[src/rtl/stream_upsize_pkg.sv]
// Shared types and width helpers for the packet-aware narrow-to-wide stream upsizer.
package stream_upsize_pkg;

    localparam int DEF_DATA_WIDTH = 8;
    localparam int DEF_DATA_RATIO = 4;
    localparam int DEF_OUT_DEPTH  = 2;

    localparam int IDX_W = $clog2(DEF_DATA_RATIO);
    localparam int CNT_W = $clog2(DEF_OUT_DEPTH) + 1;

    typedef struct packed {
        logic [DEF_DATA_RATIO-1:0][DEF_DATA_WIDTH-1:0] lanes;
        logic [DEF_DATA_RATIO-1:0]                     keep;
        logic                                          last;
    } upsize_word_t;

    function automatic int idx_width(input int ratio);
        return $clog2(ratio);
    endfunction

    function automatic int cnt_width(input int depth);
        return $clog2(depth) + 1;
    endfunction

endpackage

[src/rtl/flip_flop_fifo.sv]
// Small register-based FIFO; head entry is always visible on head_data.
module flip_flop_fifo #(
    parameter int WIDTH = 8,
    parameter int DEPTH = 2
) (
    input  logic                   clk,
    input  logic                   rst,
    input  logic                   push,
    input  logic [WIDTH-1:0]       push_data,
    input  logic                   pop,
    output logic [WIDTH-1:0]       head_data,
    output logic [$clog2(DEPTH):0] count
);

    localparam int PW = $clog2(DEPTH);
    localparam int CW = $clog2(DEPTH) + 1;

    logic [WIDTH-1:0] mem [DEPTH];
    logic [PW-1:0]    rd_ptr;
    logic [PW-1:0]    wr_ptr;
    logic             do_push;
    logic             do_pop;

    // Full pushes and empty pops are ignored so the occupancy can never wrap.
    assign do_push   = push & (count != CW'(DEPTH));
    assign do_pop    = pop & (count != '0);
    assign head_data = mem[rd_ptr];

    always_ff @(posedge clk) begin
        if (rst) begin
            rd_ptr <= '0;
            wr_ptr <= '0;
            count  <= '0;
        end else begin
            if (do_push) begin
                wr_ptr <= wr_ptr + PW'(1);
            end
            if (do_pop) begin
                rd_ptr <= rd_ptr + PW'(1);
            end
            case ({do_push, do_pop})
                2'b10:   count <= count + CW'(1);
                2'b01:   count <= count - CW'(1);
                default: count <= count;
            endcase
        end
    end

    always_ff @(posedge clk) begin
        if (do_push) begin
            mem[wr_ptr] <= push_data;
        end
    end

endmodule

[src/rtl/stream_upsize_pkt.sv]
// Packs narrow beats into wide words with per-lane keep, closing words on last,
// on a full lane set, or on flush; completed words wait in a small output FIFO.
module stream_upsize_pkt
    import stream_upsize_pkg::*;
#(
    parameter int T_DATA_WIDTH = 8,
    parameter int T_DATA_RATIO = 4,
    parameter int OUT_DEPTH    = 2
) (
    input  logic                    clk,
    input  logic                    rst,
    input  logic [T_DATA_WIDTH-1:0] s_data_i,
    input  logic                    s_last_i,
    input  logic                    s_valid_i,
    output logic                    s_ready_o,
    input  logic                    flush_i,
    output logic [T_DATA_WIDTH-1:0] m_data_o [T_DATA_RATIO-1:0],
    output logic [T_DATA_RATIO-1:0] m_keep_o,
    output logic                    m_last_o,
    output logic                    m_valid_o,
    input  logic                    m_ready_i
);

    localparam int IW     = idx_width(T_DATA_RATIO);
    localparam int CW     = cnt_width(OUT_DEPTH);
    localparam int WORD_W = T_DATA_WIDTH * T_DATA_RATIO + T_DATA_RATIO + 1;

    logic [IW-1:0]                               idx;
    logic [T_DATA_RATIO-1:0][T_DATA_WIDTH-1:0]   lanes;
    logic [T_DATA_RATIO-1:0]                     acc_keep;
    logic [T_DATA_RATIO-1:0][T_DATA_WIDTH-1:0]   next_lanes;
    logic [T_DATA_RATIO-1:0]                     next_keep;
    logic [T_DATA_RATIO-1:0][T_DATA_WIDTH-1:0]   head_lanes;
    logic [CW-1:0]                               fifo_count;
    logic [WORD_W-1:0]                           push_word;
    logic [WORD_W-1:0]                           head_word;
    logic                                        fifo_full;
    logic                                        s_hs;
    logic                                        word_done;
    logic                                        flush_only;
    logic                                        push;
    logic                                        pop;

    // Ready depends only on the registered occupancy, never on m_ready_i.
    assign fifo_full  = (fifo_count == CW'(OUT_DEPTH));
    assign s_ready_o  = ~rst & ~fifo_full;
    assign s_hs       = s_valid_i & s_ready_o;
    assign word_done  = s_hs & ((idx == IW'(T_DATA_RATIO - 1)) | s_last_i | flush_i);
    assign flush_only = ~s_hs & flush_i & (acc_keep != '0) & ~fifo_full;
    assign push       = word_done | flush_only;
    assign pop        = m_valid_o & m_ready_i;

    always_comb begin
        next_lanes = lanes;
        next_keep  = acc_keep;
        if (s_hs) begin
            next_lanes[idx] = s_data_i;
            next_keep[idx]  = 1'b1;
        end
    end

    assign push_word = {next_lanes, next_keep, word_done & s_last_i};

    // Cleared lanes after each push make unwritten lanes of the next word read as zero.
    always_ff @(posedge clk) begin
        if (rst) begin
            idx      <= '0;
            lanes    <= '0;
            acc_keep <= '0;
        end else if (push) begin
            idx      <= '0;
            lanes    <= '0;
            acc_keep <= '0;
        end else if (s_hs) begin
            idx      <= idx + IW'(1);
            lanes    <= next_lanes;
            acc_keep <= next_keep;
        end
    end

    flip_flop_fifo #(
        .WIDTH (WORD_W),
        .DEPTH (OUT_DEPTH)
    ) u_out_fifo (
        .clk       (clk),
        .rst       (rst),
        .push      (push),
        .push_data (push_word),
        .pop       (pop),
        .head_data (head_word),
        .count     (fifo_count)
    );

    assign m_valid_o  = (fifo_count != '0);
    assign head_lanes = head_word[WORD_W-1 -: T_DATA_WIDTH*T_DATA_RATIO];
    assign m_keep_o   = m_valid_o ? head_word[T_DATA_RATIO:1] : '0;
    assign m_last_o   = m_valid_o & head_word[0];

    always_comb begin
        for (int i = 0; i < T_DATA_RATIO; i++) begin
            m_data_o[i] = m_valid_o ? head_lanes[i] : '0;
        end
    end

endmodule

[config.mk]
export PLATFORM = sky130hd
export DESIGN_NAME = stream_upsize_pkt
export DESIGN_NICKNAME = d
export VERILOG_FILES = /design/src/rtl/stream_upsize_pkg.sv /design/src/rtl/flip_flop_fifo.sv /design/src/rtl/stream_upsize_pkt.sv
export SDC_FILE = /design/constraint.sdc
export NUM_CORES = 1
export LEC_CHECK = 0
export CORE_MARGIN = 4
export CORE_UTILIZATION = 50
export DETAILED_ROUTE_END_ITERATION = 10
export PLACE_DENSITY = 0.73
export SLEW_MARGIN = 10
export SYNTH_ARGS = -nofsm -noshare
export SYNTH_HDL_FRONTEND = slang
export SYNTH_SLANG_ARGS = --single-unit
[constraint.sdc]
create_clock -name clk -period 12.8 [get_ports clk]
set_input_delay 2.56 -clock clk [delete_from_list [all_inputs] [get_ports clk]]
set_output_delay 2.56 -clock clk [all_outputs]
set_load 0.02 [all_outputs]
==> impl_metrics.env, run 1 <==
export IMPL_outcome="finished, final reports clean"
export IMPL_drv_slew=0
export IMPL_dp_cells=573
export IMPL_cts_hold_fix_buffers=0
export IMPL_cts_path_max_buffers=2
export IMPL_synth_top_cell_by_area="edfxtp_1"
export IMPL_crit_chain="clkdlybuf4s50_1 > buf_4 > nor2_1 > clkdlybuf4s50_1"
export IMPL_p_leak_nw=2.223
export IMPL_synth_distinct_cells=34
export IMPL_netlist_area_leader_share=0.4453
export IMPL_skew_ns=0.007287
export IMPL_fin_crit_ns=6.681
export IMPL_maxCapViolations=0
export IMPL_required_ns=10.24
export IMPL_overflow=0
export IMPL_worst_pin_slew_ns=1.195
export IMPL_synth_seq_cells=117
export IMPL_pin_count=53
export IMPL_yosysWarnings=0
export IMPL_drc_errors=0
export IMPL_grt_max_degree=48
export IMPL_slew_headroom=0.2031
export IMPL_cts_setup_buffers=0
export IMPL_synth_nets=434
export IMPL_finalHoldViolations=0
export IMPL_postRouteAntennaNets=0
export IMPL_die_w_um=107.9
export IMPL_cp_start_kind="primary input"
export IMPL_min_delay_start="lanes[27]"
export IMPL_area_growth_pct=24.20
export IMPL_ys_top_cells_by_count="edfxtp_1 (74), dfxtp_1 (43), nor2_1 (43)"
export IMPL_root_buffer="clkbuf_8"
export IMPL_synth_seq_area_share=0.6179
export IMPL_yosys_top_cells_area="edfxtp_1 (45%), dfxtp_1 (17%), mux2i_1 (7.4%)"
export IMPL_via_per_inst=5.800
export IMPL_cts_resized=0
export IMPL_finalCritPeriodShare=0.5219
export IMPL_setup_viol=0
export IMPL_arrival_ns=4.12
export IMPL_track_usage=0.1967
export IMPL_antenna_found_initial=0
export IMPL_vias=3509
export IMPL_clk_pin_slew_ns=0.05
export IMPL_post_drt_wl_per_cell_um=17.97
export IMPL_hold_class="flop to flop"
export IMPL_hpwl_um=6506
export IMPL_syn_area_sq_mm=0.004990
export IMPL_nets=478
export IMPL_timing_fmax_mhz=149.7
export IMPL_power_density_mw_per_mm2=204.5
export IMPL_first_iter_violations=479
export IMPL_start_util=0.5129
export IMPL_yosysMostFrequentCell="edfxtp_1"
export IMPL_cpPeakStageDelay_ns=0.56
export IMPL_syn_avg_cell_area_sq_um=12.02
export IMPL_diodes=0
export IMPL_cts_tree="built"
export IMPL_power_mw=1.268
export IMPL_reg2reg_from="idx[1]"
export IMPL_drt_wl_total_um=10870
export IMPL_ir_drop_mv=0.1405
export IMPL_htree_levels=4
export IMPL_critPathMaxFanout=47
export IMPL_async_flop_share=0
export IMPL_clock_sinks=117
export IMPL_synth_edff_count=74
export IMPL_clock_latency_ns=0.51
export IMPL_path_class="primary input to primary output"
export IMPL_final_core_util=0.6370
export IMPL_cts_buffers=17
export IMPL_hold_worst_slack_ns=0.4979
export IMPL_fp_coreArea_sq_mm=0.009729
export IMPL_crit_slowest_cell="clkdlybuf4s50_1"
export IMPL_syn_inst=415
export IMPL_num_fill_cells=748
export IMPL_crit_top_cell="clkdlybuf4s50_1"
export IMPL_port_buffer_count=52
export IMPL_gp_congestion=0.7935
export IMPL_endpoint_kind="primary output"
export IMPL_yosys_most_used_dff="edfxtp_1"
export IMPL_die_h_um=107.9
export IMPL_first_pass_iters=5
export IMPL_setup_tns_ns=0
export IMPL_finalNonFillerCells=605
export IMPL_rsz0062_at_grt="no"
export IMPL_drive_above_1_share=0.1186
export IMPL_grt_pass1_vias=3418
export IMPL_die_area_sq_mm=0.01164
export IMPL_grt_pass1_wl_um=17550
export IMPL_num_rows=36
export IMPL_crit_path_start="rst"
## report_power, final
group          internal [mW]  total [mW]  switching (mW)
combinational          0.135       0.318           0.183
clock                  0.325       0.488           0.163
sequential             0.431       0.461          0.0302
## state kept, by name (all words and copies together) (netlist names), named ones only
register and flops:
acc_keep 4, u_out_fifo.rd_ptr 1, u_out_fifo.mem 74, u_out_fifo.count 2, u_out_fifo.wr_ptr 1, lanes 32
idx 2
## layer usage
layer | vias up | global-route usage | share of wire
met1 | 1692 | 0.2547 | 0.43
met4 | 0 | 0.08025 | 0.018
li1 | 1656 | - | -
met2 | 144 | 0.3144 | 0.49
met5 | - | 0 | 0
met3 | 17 | 0.05159 | 0.065
## cells by family after synthesis
logic type | after synthesis | share of synthesized area
xor+xnor | 3 | 0.005267
mux | 38 | 0.07648
flops | 117 | 0.6179
compound gates | 79 | 0.1226
buf+inv | 49 | 0.04814
simple gates | 124 | 0.1171
fa+ha+maj | 5 | 0.01254
## worst max-delay path, delay by kind of cell
family                 cells  cell delay [ns]
buffers and inverters      3             1.46
AND/OR/NAND/NOR            1             0.10
## per-stage QoR
stage | worst slack (ns) | area [sq um]
floorplan | 6.542 | 4990
finish | 6.119 | 6197
global placement | 6.115 | 5574
detailed placement | 6.134 | 5574
global route | 6.039 | 6197
CTS | 6.126 | 6197
## worst paths after layout
check                        endpoint  slack, ns  cells past startpoint
setup / recovery            s_ready_o       6.12                      4
hold / removal              lanes[27]       0.50                      2
setup reg to reg  u_out_fifo.count[1]      10.38                      7
hold reg to reg             lanes[27]       0.50                      2
## cells in the final DEF (no fill, tap or decap), types with 2 or more instances in the layout
cell,instances
edfxtp_1,74
clkdlybuf4s50_1,52
nor2_1,42
dfxtp_1,42
mux2i_1,37
o31ai_1,33
nand4_1,32
nand2_1,32
a211oi_1,28
clkbuf_16,16
inv_1,12
buf_4,10
clkinvlp_4,7
a211oi_2,6
nor3_1,5
ha_1,5
a31oi_1,4
bufinv_16,4
o21ai_0,3
clkbuf_8,3
nand2b_1,2
nor2b_2,2
xor2_1,2
nand3_1,2
## area by class of cell
class                      count  area, sq um  area share
inverter                      12        45.04    0.007268
clock inverter                12        177.7     0.02867
multi-input combinational    249         1683      0.2716
tap                          133        166.4     0.02685
timing repair buffer          62        595.6     0.09610
clock buffer                  20        445.4     0.07188
sequential                   117         3084      0.4977
(Power assumes the default switching activity.)
==> inputs of run 2 (changes only) <==
==> constraint.sdc (replaced) <==
create_clock -name clk -period 7 [get_ports clk]
set_input_delay 1.4 -clock clk [delete_from_list [all_inputs] [get_ports clk]]
set_output_delay 1.4 -clock clk [all_outputs]
set_load 0.02 [all_outputs]
==> run 2 against run 1 <==
Net effect:
- count of clock-buffer cells in the layout fell by 2
- clock skew is 0.0072 ns higher
- clock power is 71% higher
- largest power group is now registers
- highest routed layer unchanged
- flip-flop and latch count is the same
- critical endpoint unchanged
- worst setup slack worse by 3.5 ns
- critical path type unchanged
- sequential share of layout area grew 0.41 points
- utilization down 0.51 points
- global-route usage grew 0.36 points
- die area stayed put
- hold slack got worse by 0.0053 ns
- critical path depth stayed put
==> impl_metrics.env, run 2 (synthesized netlist as in run 1, its figures left out) <==
export IMPL_rsz0062_at_grt="no"
export IMPL_p_int_mw=1.551
export IMPL_grt_max_degree=48
export IMPL_htree_levels=4
export IMPL_antenna_found_initial=0
export IMPL_p_switching_mw=0.7073
export IMPL_die_h_um=107.9
export IMPL_arrival_ns=2.98
export IMPL_regArea_sq_mm=0.003084
export IMPL_p_leak_nw=2.211
export IMPL_required_ns=5.60
export IMPL_worst_pin_slew_ns=1.164
export IMPL_switching_share=0.3132
export IMPL_cts_hold_fix_buffers=0
export IMPL_fp_coreArea_sq_mm=0.009729
export IMPL_grt_pass1_wl_um=17720
export IMPL_post_drt_wl_per_cell_um=18.21
export IMPL_track_usage=0.2003
export IMPL_outcome="finished, final reports clean"
export IMPL_via_per_inst=5.873
export IMPL_dpl_instance_area_sq_mm=0.005567
export IMPL_overflow=0
export IMPL_pin_count=53
export IMPL_slew_headroom=0.2241
export IMPL_ir_drop_mv=0.2148
export IMPL_final_common_cell="edfxtp_1"
export IMPL_cp_start_kind="primary input"
export IMPL_port_buffer_count=52
export IMPL_cts_tree="built"
export IMPL_drc_errors=0
export IMPL_diodes=0
export IMPL_largest_reg_flops=74
export IMPL_finalCritPeriodShare=0.6252
export IMPL_power_density_mw_per_mm2=367.4
export IMPL_clock_sinks=117
export IMPL_postRouteAntennaNets=0
export IMPL_hpwl_um=6583
export IMPL_gp_congestion=0.7649
export IMPL_cts_resized=0
export IMPL_drv_slew=0
export IMPL_skew_ns=0.01445
export IMPL_die_w_um=107.9
export IMPL_drt_wl_total_um=11000
export IMPL_finalHoldViolations=0
export IMPL_cts_setup_buffers=0
export IMPL_root_buffer="clkbuf_8"
export IMPL_setup_tns_ns=0
export IMPL_multi_input_area_sq_mm=0.001683
export IMPL_cts_path_max_buffers=2
export IMPL_endpoint_kind="primary output"
export IMPL_area_growth_pct=23.19
export IMPL_clk_pin_slew_ns=0.06
export IMPL_drive_above_1_share=0.1189
export IMPL_largest_register="u_out_fifo.mem"
export IMPL_nets=477
export IMPL_hold_class="flop to flop"
export IMPL_combPwrFrac=0.257
export IMPL_layout_common_cells="edfxtp_1 (74), clkdlybuf4s50_1 (52), nor2_1 (42), dfxtp_1 (42), mux2i_1 (37)"
export IMPL_design_area_sq_mm=0.006147
export IMPL_first_iter_violations=402
export IMPL_vias=3547
export IMPL_fin_crit_ns=4.377
export IMPL_path_class="primary input to primary output"
export IMPL_cts_buffers=17
export IMPL_num_rows=36
export IMPL_maxCapViolations=0
export IMPL_clkPwrFrac=0.370
export IMPL_critPathMaxFanout=47
export IMPL_start_util=0.5129
export IMPL_setup_viol=0
export IMPL_reg_top3="u_out_fifo.mem (74), lanes (32), acc_keep (4)"
export IMPL_timing_fmax_mhz=228.5
export IMPL_clock_latency_ns=0.52
export IMPL_num_fill_cells=761
export IMPL_p_seq_frac=0.373
export IMPL_die_area_sq_mm=0.01164
export IMPL_first_pass_iters=5
export IMPL_grt_pass1_vias=3486
run 2: cell types whose count changed in the layout (fill, tap and decap cells not counted), moves of 2 or more:
cell	delta
inv_6	+3
bufinv_16	-2
clkinvlp_4	-3
clkinv_4	+3
run 2: worst paths after layout:
check | depth (start not counted) | to | from | slack (ns)
hold / removal | 2 | lanes[18] | lanes[18] | 0.49
hold reg to reg | 2 | lanes[18] | lanes[18] | 0.49
setup reg to reg | 7 | u_out_fifo.count[1] | idx[0] | 4.64
setup / recovery | 4 | s_ready_o | rst | 2.62
run 2: layout make-up:
type,count,area share
Sequential cell,117,0.5017
Multi-Input combinational cell,249,0.2738
Timing Repair Buffer,61,0.09566
Clock buffer,18,0.06961
Tap cell,133,0.02707
Inverter,12,0.007327
Clock inverter,14,0.02483
run 2: worst max-delay path, cell delays in order:
cell	delay, ns
clkdlybuf4s50_1	0.45
buf_4	0.46
nor2_1	0.10
clkdlybuf4s50_1	0.56
run 2: routing by layer:
layer	GRT usage	up-vias	routed length (um)
li1	-	1655	-
met4	0.07755	0	231
met2	0.3064	169	5282
met3	0.07618	15	880
met5	0	-	0
met1	0.2580	1708	4601
run 2: stage by stage:
step,util,setup WS [ns],std cells,total power [mW],hold slack (ns)
after floorplan,-,1.902,415,1.213,0.4623
after global placement,0.5721,2.631,572,1.429,0.4765
after detailed placement,0.5721,2.633,572,1.442,0.4806
after CTS,0.6318,2.634,604,2.276,0.4940
after global routing,0.6318,2.551,604,2.361,0.5127
final,0.6318,2.623,604,2.259,0.4926
run 2: power by group through the flow:
stage	Clock [mW]	Sequential, mW	Combinational [mW]
detailed placement	0	0.859	0.583
global route	0.881	0.852	0.629
CTS	0.844	0.845	0.587
global placement	0	0.856	0.572
floorplan	0	0.820	0.393
finish	0.836	0.843	0.580
